File: src/rtl/if_pkg.sv
// Shared IF-stage definitions: fetch FSM encoding and instruction/PC constants.
package if_pkg;

  // Fetch sequencer states
  typedef enum logic [1:0] {
    IDLE  = 2'd0,
    FETCH = 2'd1,
    DRAIN = 2'd2,
    ERR   = 2'd3
  } fetch_state_t;

  // Instruction presented to ID when the slot is empty
  localparam logic [31:0] IF_NOP = 32'h0000_0000;

  // Sequential fetch stride
  localparam logic [31:0] PC_INC = 32'd4;

  // Word-align an instruction address
  function automatic logic [31:0] align_pc(input logic [31:0] pc);
    return pc & ~32'd3;
  endfunction

endpackage

File: src/rtl/if_wait_timer.sv
// Counts cycles an instruction-memory request has been waiting for its ack.
// clr has priority over inc; the count saturates at MAX_WAIT.
module if_wait_timer #(
  parameter int unsigned MAX_WAIT = 16,
  parameter int unsigned CNT_W    = 5
) (
  input  logic clk,
  input  logic rst_n,
  input  logic clr,
  input  logic inc,
  output logic hit
);

  logic [CNT_W-1:0] cnt;

  assign hit = (cnt == CNT_W'(MAX_WAIT));

  // Wait counter: clear on completion, step while the request is unanswered
  always_ff @(posedge clk or negedge rst_n) begin
    if (!rst_n) begin
      cnt <= '0;
    end else if (clr) begin
      cnt <= '0;
    end else if (inc && !hit) begin
      cnt <= cnt + 1'b1;
    end
  end

endmodule

File: src/rtl/if_fetch_ctrl.sv
// IF-stage fetch sequencer: owns the fetch PC, issues req/ack reads to
// instruction memory and holds one registered instruction+PC slot for ID.
// Handles stalls, redirects and a memory that never acknowledges.
module if_fetch_ctrl
  import if_pkg::*;
#(
  parameter logic [31:0] RESET_PC = 32'h0000_0000,
  parameter int unsigned MAX_WAIT = 16,
  parameter int unsigned CNT_W    = 5
) (
  input  logic        clk,
  input  logic        rst_n,
  input  logic        stall,
  input  logic        redirect_valid,
  input  logic [31:0] redirect_pc,
  output logic        imem_req,
  output logic [31:0] imem_addr,
  input  logic        imem_ack,
  input  logic [31:0] imem_rdata,
  output logic        if_valid,
  output logic [31:0] if_instr,
  output logic [31:0] if_pc,
  output logic        timeout_err
);

  fetch_state_t state_q, state_d;
  logic [31:0]  pc_q, pc_d;
  logic [31:0]  addr_q, addr_d;
  logic         pending_q, pending_d;
  logic         valid_q, valid_d;
  logic [31:0]  instr_q, instr_d;
  logic [31:0]  slot_pc_q, slot_pc_d;
  logic         terr_q, terr_d;

  logic         timer_hit;
  logic         timer_clr;
  logic         timer_inc;

  assign imem_addr   = addr_q;
  assign if_valid    = valid_q;
  assign if_instr    = instr_q;
  assign if_pc       = slot_pc_q;
  assign timeout_err = terr_q;

  // Request-wait supervision: any outstanding cycle counts, completion clears
  assign timer_inc = imem_req && !imem_ack;
  assign timer_clr = (imem_req && imem_ack) || (redirect_valid && !imem_req);

  if_wait_timer #(
    .MAX_WAIT (MAX_WAIT),
    .CNT_W    (CNT_W)
  ) u_wait_timer (
    .clk   (clk),
    .rst_n (rst_n),
    .clr   (timer_clr),
    .inc   (timer_inc),
    .hit   (timer_hit)
  );

  // Next-state, request decode and slot/PC update
  always_comb begin
    state_d   = state_q;
    pc_d      = pc_q;
    pending_d = pending_q;
    valid_d   = valid_q;
    instr_d   = instr_q;
    slot_pc_d = slot_pc_q;
    terr_d    = terr_q;
    imem_req  = 1'b0;

    unique case (state_q)
      IDLE: begin
        state_d = FETCH;
        if (redirect_valid) begin
          pc_d = align_pc(redirect_pc);
        end
      end

      FETCH: begin
        // A pending request must stay up; otherwise only fetch when the slot will be free
        imem_req = pending_q || !valid_q || !stall;
        if (timer_hit) begin
          state_d   = ERR;
          terr_d    = 1'b1;
          valid_d   = 1'b0;
          instr_d   = IF_NOP;
          pending_d = 1'b0;
        end else if (redirect_valid) begin
          pc_d      = align_pc(redirect_pc);
          valid_d   = 1'b0;
          instr_d   = IF_NOP;
          pending_d = 1'b0;
          // The stale request still has to complete before the new address goes out
          if (imem_req && !imem_ack) begin
            state_d = DRAIN;
          end
        end else begin
          pending_d = imem_req && !imem_ack;
          if (imem_req && imem_ack) begin
            valid_d   = 1'b1;
            instr_d   = imem_rdata;
            slot_pc_d = pc_q;
            pc_d      = pc_q + PC_INC;
          end else if (valid_q && !stall) begin
            valid_d = 1'b0;
            instr_d = IF_NOP;
          end
        end
      end

      DRAIN: begin
        imem_req = 1'b1;
        if (timer_hit) begin
          state_d   = ERR;
          terr_d    = 1'b1;
          valid_d   = 1'b0;
          instr_d   = IF_NOP;
          pending_d = 1'b0;
        end else begin
          if (redirect_valid) begin
            pc_d = align_pc(redirect_pc);
          end
          if (imem_ack) begin
            state_d = FETCH;
          end
        end
      end

      ERR: begin
      end

      default: begin
        state_d = IDLE;
      end
    endcase

    // Address register follows the fetch PC except while draining a stale request
    addr_d = (state_d == DRAIN) ? addr_q : pc_d;
  end

  // State and datapath registers
  always_ff @(posedge clk or negedge rst_n) begin
    if (!rst_n) begin
      state_q   <= IDLE;
      pc_q      <= RESET_PC;
      addr_q    <= RESET_PC;
      pending_q <= 1'b0;
      valid_q   <= 1'b0;
      instr_q   <= IF_NOP;
      slot_pc_q <= '0;
      terr_q    <= 1'b0;
    end else begin
      state_q   <= state_d;
      pc_q      <= pc_d;
      addr_q    <= addr_d;
      pending_q <= pending_d;
      valid_q   <= valid_d;
      instr_q   <= instr_d;
      slot_pc_q <= slot_pc_d;
      terr_q    <= terr_d;
    end
  end

endmodule

File: config.mk
export PLATFORM = sky130hd
export DESIGN_NAME = if_fetch_ctrl
export DESIGN_NICKNAME = d
export VERILOG_FILES = /design/src/rtl/if_pkg.sv /design/src/rtl/if_wait_timer.sv /design/src/rtl/if_fetch_ctrl.sv
export SDC_FILE = /design/constraint.sdc
export NUM_CORES = 1
export LEC_CHECK = 0
export CORE_MARGIN = 1
export CORE_UTILIZATION = 54
export DETAILED_ROUTE_END_ITERATION = 8
export GPL_TIMING_DRIVEN = 0
export PLACE_DENSITY = 0.86
export SYNTH_ARGS = -nofsm -noshare
export SYNTH_HDL_FRONTEND = slang
export SYNTH_HIERARCHICAL = 1
export SYNTH_SLANG_ARGS = --single-unit
File: constraint.sdc
create_clock -name clk -period 5.6 [get_ports clk]
set_input_delay 1.12 -clock clk [delete_from_list [all_inputs] [get_ports clk]]
set_output_delay 1.12 -clock clk [all_outputs]
set_load 0.005 [all_outputs]
==> flow_summary.toml, run 1 <==
[setup_path]
critical-path-max-stage-delay_ps = 580
path_cells = "inv_1 > ha_1 > buf_2 > clkbuf_1 > clkbuf_1 > a21oi_1 > nor2b_1 > clkdlybuf4s50_1"
crit_type = "flip-flop to output port"
critPathMostFrequentCell = "clkbuf_1"
cp-start-kind = "flip-flop"
critPathMaxFanout = 10
worst-path-buf-inv = 5
slowest_stage = "clkbuf_1"
cp.required_ps = 4480
critPathTopFamily = "buffers and inverters"
worstPathArrival_ps = 3270
crit_path_end_kind = "output port"

[worst_hold_path]
hold_path_class = "flip-flop to flip-flop"

[floorplan]
ios = 168
die_w_microns = 114
coreArea_sq_um = 12200
die-area_sq_um = 13000
rows = 40
start_util_pct = 55.9
die_y_microns = 114

[run_status]
status = "finished clean"

[sta]
slew_headroom_pct = 45.1
rsz0062_at_grt = "false"
fmax_mhz = 228
post-route-period-util_pct = 78.4
min_period_ps = 4390
setup_viol = 0
max_slew.worst_pin.slew_ps = 820
hold_viol_final = 0
slew_violations = 0
final_critical_path_setup_slack_ps = 1210
finClkSkew_ps = 7.52

[synth]
synth.avg_cell_area_sq_um = 10.8
ys.warnings.count = 6
synth-seq-cells = 138
synthArstFlopShare_pct = 100
synth-edff-count = 0
syn_inst = 627
netlist_area_sq_um = 6800
yosysSeqAreaShare_pct = 50.8
synth_nets = 703
synthFlopType = "dfrtp_1"
synth.distinct_cells = 77

[clock_network]
post_cts_buffers = 0
cts_num_sinks = 138
clock_latency_ps = 420
tritoncts = "done"
htree_levels = 4
cts_resized = 0
cts_root_buf = "clkbuf_16"
path_clk_slew_ps = 60
postCtsHoldBufs = 0
clk_path_buf_depth = 2
numCtsBuffers = 17

[layout]
final_common_cell = "clkdlybuf4s50_1"
drive_above_1_share_pct = 11.7
mostFrequentLayoutCells = "clkdlybuf4s50_1, dfrtp_1, nand2_1"
syn_to_final_growth_pct = 37.8
final.fill_count = 816
final_nets = 887
instances_no_fill = 992
n_antenna_cell = 0

[global_route]
grt_max_degree = 83
grt_pass1_wl_microns = 35400
grt_antenna_before_repair = 0
grt_pass1_vias = 6594
overflow = 0
grtUsageTotal_pct = 36.0

[routing]
ant_nets = 0
vias = 6299
routed_wl_microns = 22300
viasPerCell = 6.35
post_drt_wl_per_cell_microns = 22.5
drc_errors = 0
dr.pass1.iters = 5
drt-initial-drc-count = 610

[power]
ir_drop_mv = 0.328
p_leak_nw = 4.07
p_per_area_nw_per_um2 = 579
power.total_mw = 5.42

[placed_design]
place_congestion = 0.953
dp_hpwl_microns = 15800
portBuffers = 164
dp_cells = 960
place_ws_ps = 1730

[job]
cap_violations = 0
[per-stage QoR]
stage | utilization (%) | TNS [ps] | cell area (sq um) | hold slack (ps)
after floorplan | - | 0 | 6800 | 451
after global placement | 71.1 | -211470 | 8650 | 457
after CTS | 77.0 | 0 | 9360 | 469
after detailed placement | 71.3 | 0 | 8680 | 454
after global routing | 77.0 | 0 | 9360 | 483
final | 77.0 | 0 | 9360 | 469
[worst reg2reg max path, delay by kind of cell (launching register included)]
family          cells  cell delay [ps]
compound gates      2              310
buf+inv             4             1340
simple gates        4              980
flops               1              420
fa+ha+maj           1              150
[kinds of logic (layout without fill, tap and decap cells)]
logic type,Yosys count,count (layout),share of synthesized area (%)
AOI/OAI and AO/OA,188,188,20.1
xor gates and xnor gates,2,2,0.258
adders and majority gates,7,7,1.29
buffers and inverters,55,252,3.52
DFF,138,138,50.8
muxes,58,58,9.57
and+or+nand+nor,179,179,14.4
[Yosys cell counts (all sizes together), types with 3 or more instances]
cell type / number / area [sq um]
a31oi: 10 / 62.6
a21oi: 25 / 125
and3: 7 / 43.8
a211oi: 7 / 57.6
nand3: 9 / 45.0
ha: 7 / 87.6
o21ai: 36 / 180
a221o: 4 / 40.0
a221oi: 3 / 26.3
buf: 10 / 61.3
a32oi: 3 / 26.3
a222oi: 4 / 40.0
o31ai: 3 / 22.5
a22oi: 5 / 37.5
o221ai: 3 / 26.3
a2bb2oi: 5 / 50.0
nor2: 34 / 128
clkbuf: 25 / 97.6
o21a: 4 / 30.0
and4: 12 / 110
nand4: 9 / 77.6
mux2: 56 / 631
a211o: 3 / 26.3
and2: 9 / 57.6
o211ai: 8 / 60.1
nand2b: 9 / 56.3
or4: 4 / 30.0
dfrtp: 138 / 3450
nor3: 12 / 60.1
inv: 18 / 67.6
nand2: 50 / 188
a21o: 4 / 30.0
o22ai: 7 / 43.8
or3: 4 / 31.3
a22o: 33 / 289
nor4: 7 / 43.8
nor2b: 9 / 58.8
[final timing paths]
kind | start | to | slack (ps) | cells after the start
hold reg to reg | timeout_err | timeout_err | 470 | 1
hold / removal | timeout_err | timeout_err | 470 | 1
min in group asynchronous | rst_n | if_pc[24] | 660 | 1
setup reg to reg | state_q[1] | u_wait_timer/cnt[2] | 2300 | 11
setup / recovery | state_q[1] | imem_req | 1210 | 8
max in group asynchronous | rst_n | imem_addr[13] | 4170 | 2
[metal layers]
layer,vias up,share of wire [%],track usage [%]
li1,2742,-,-
met5,-,0,0
met4,0,3.6,18.1
met1,3078,40,43.4
met3,81,8.2,8.21
met2,398,49,60.6
[flip-flops by register name, indices dropped and copies added, names as in the netlist]
name              count
timeout_err           1
if_pc                32
state_q               2
pending_q             1
pc_q                 32
if_instr             32
if_valid              1
imem_addr            32
u_wait_timer/cnt      5
[where the power goes]
group          total [mW]  leakage, nW  internal (mW)  switching [mW]
Clock                1.32        0.332          0.848           0.468
Sequential           1.80         1.79           1.42           0.378
Combinational        2.30         1.95           1.20            1.10
Total                5.42         4.07           3.47            1.95
[final cells by class]
type                       instances  area [sq um]  area share (%)
inverter                          19          71.3           0.762
clock buffer                      17           425            4.54
multi-input combinational        434          3100            33.1
sequential                       138          3450            36.9
timing repair buffer             165          1670            17.8
tap                              168           210            2.24
buffer                            36           168            1.79
clock inverter                    15           263            2.81
Power figures use the tool's default switching activity.
==> run 2: changes to the inputs <==
--- a/config.mk
+++ b/config.mk
@@ -6,10 +6,10 @@
 export NUM_CORES = 1
 export LEC_CHECK = 0
 export CORE_MARGIN = 1
-export CORE_UTILIZATION = 54
+export CORE_UTILIZATION = 50
 export DETAILED_ROUTE_END_ITERATION = 8
 export GPL_TIMING_DRIVEN = 0
-export PLACE_DENSITY = 0.86
+export PLACE_DENSITY = 0.81
 export SYNTH_ARGS = -nofsm -noshare
 export SYNTH_HDL_FRONTEND = slang
 export SYNTH_HIERARCHICAL = 1
==> constraint.sdc (replaced) <==
create_clock -name clk -period 4.2 [get_ports clk]
set_input_delay 0.84 -clock clk [delete_from_list [all_inputs] [get_ports clk]]
set_output_delay 0.84 -clock clk [all_outputs]
set_load 0.005 [all_outputs]
==> flow_summary.toml, run 2 (same netlist as run 1, synthesis figures left out) <==
[clock_network]
post_cts_buffers = 0
tritoncts = "done"
cts_root_buf = "clkbuf_16"
cts_resized = 0
clk_path_buf_depth = 2
clock_latency_ps = 420
postCtsHoldBufs = 0
numCtsBuffers = 17
path_clk_slew_ps = 60
cts_num_sinks = 138
htree_levels = 4

[sta]
finClkSkew_ps = 12.3
hold_viol_final = 0
fmax_mhz = 254
max_slew.worst_pin.slew_ps = 792
post-route-period-util_pct = 93.6
slew_violations = 0
min_period_ps = 3930
setup_viol = 0
rsz0062_at_grt = "false"
holdWs_ps = 375
slew_headroom_pct = 47.0

[floorplan]
die_w_microns = 119
die_y_microns = 119
die-area_sq_um = 14100
rows = 42
start_util_pct = 51.3
ios = 168
coreArea_sq_um = 13200

[run_status]
status = "finished clean"

[routing]
dr.pass1.iters = 6
vias = 6125
post_drt_wl_per_cell_microns = 21.4
routed_wl_microns = 21400
met2_length_microns = 10300
ant_nets = 0
m1WireLength_microns = 8540
drc_errors = 0
drt-initial-drc-count = 475
topRoutingLayerUsed = "met4"
wl_met3_microns = 2010
viasPerCell = 6.13

[power]
p_leak_nw = 4.00
ir_drop_mv = 0.418
p_per_area_nw_per_um2 = 737
power.total_mw = 6.81

[layout]
postLayoutCellArea_sq_um = 9250
drive_above_1_share_pct = 11.4
syn_to_final_growth_pct = 36.1
n_antenna_cell = 0
fin_util_pct = 69.8
final_nets = 887
instances_no_fill = 1000
final.fill_count = 1013
mostFrequentLayoutCells = "clkdlybuf4s50_1, dfrtp_1, nand2_1"
final_common_cell = "clkdlybuf4s50_1"

[setup_path]
crit_path_end_kind = "output port"
cp-start-kind = "flip-flop"
timing.reg2reg.setup_slack_ps = 950
cp.required_ps = 3360
crit_type = "flip-flop to output port"
reg2reg_depth = 8
critPathMaxFanout = 10
worstPathArrival_ps = 3090
reg2reg_to = "if_pc[20]"
timing.rr.start = "u_wait_timer/cnt[0]"

[global_route]
grt_max_degree = 83
grt_pass1_wl_microns = 34000
grt_antenna_before_repair = 0
overflow = 0
grtUsageTotal_pct = 31.5
grt_pass1_vias = 6264

[placed_design]
portBuffers = 164
placed_area_sq_um = 8690
dp_cells = 968
dp_hpwl_microns = 15500
place_congestion = 0.952

[worst_hold_path]
hold_path_class = "primary input to asynchronous set/reset pin"

[job]
cap_violations = 0
run 2: cell count changes in the layout (fill, tap and decap cells not counted), moves of 2 or more:
cell | before | now
bufinv_16 | 6 | 1
clkinv_2 | 0 | 3
clkbuf_1 | 24 | 26
clkbuf_8 | 0 | 2
clkinvlp_4 | 1 | 3
inv_6 | 3 | 1
inv_8 | 2 | 0
run 2: layout make-up:
cell class,instances,area (sq um),share of cell area (%)
tap,176,220,2.38
inverter,19,71.3,0.771
multi-input combinational,434,3100,33.6
sequential,138,3450,37.4
timing repair buffer,165,1670,18.1
clock inverter,10,93.8,1.02
buffer,36,169,1.83
clock buffer,22,464,5.02
run 2: worst max path at each step:
stage | from | end | cells past startpoint
after global placement | rst_n | if_pc[14] | 1
after CTS | state_q[1] | imem_req | 8
after global routing | state_q[1] | imem_req | 8
after detailed placement | state_q[1] | imem_req | 8
final | state_q[1] | imem_req | 8
after floorplan | redirect_valid | imem_addr[28] | 8
run 2: routing by layer:
metal  GRT usage (%)  up-vias
li1                -     2740
met1            39.1     2982
met2            52.1      353
met4            11.3        0
met3            9.36       50
met5               0        -
run 2: stage by stage:
| step | setup WS (ps) | TNS (ps) |
|---|---|---|
| 3_3_place_gp | -2750 | -377980 |
| 3_5_place_dp | 568 | 0 |
| 6_report | 270 | 0 |
| 2_1_floorplan | 1680 | 0 |
| 5_1_grt | 127 | 0 |
| 4_1_cts | 96.4 | 0 |
run 2: critical path, stage by stage, from the launching register on:
cell	delay, ps
dfrtp_1	430
inv_1	150
ha_1	160
buf_2	180
clkbuf_1	460
clkbuf_2	390
a21oi_1	110
nor2b_1	230
clkdlybuf4s50_1	560
run 2: power by group:
| part | leakage, nW | switching (mW) | internal [mW] |
|---|---|---|---|
| registers | 1.79 | 0.472 | 1.90 |
| logic | 1.95 | 1.44 | 1.60 |
| clock network | 0.266 | 0.560 | 0.845 |
| total | 4.00 | 2.47 | 4.34 |
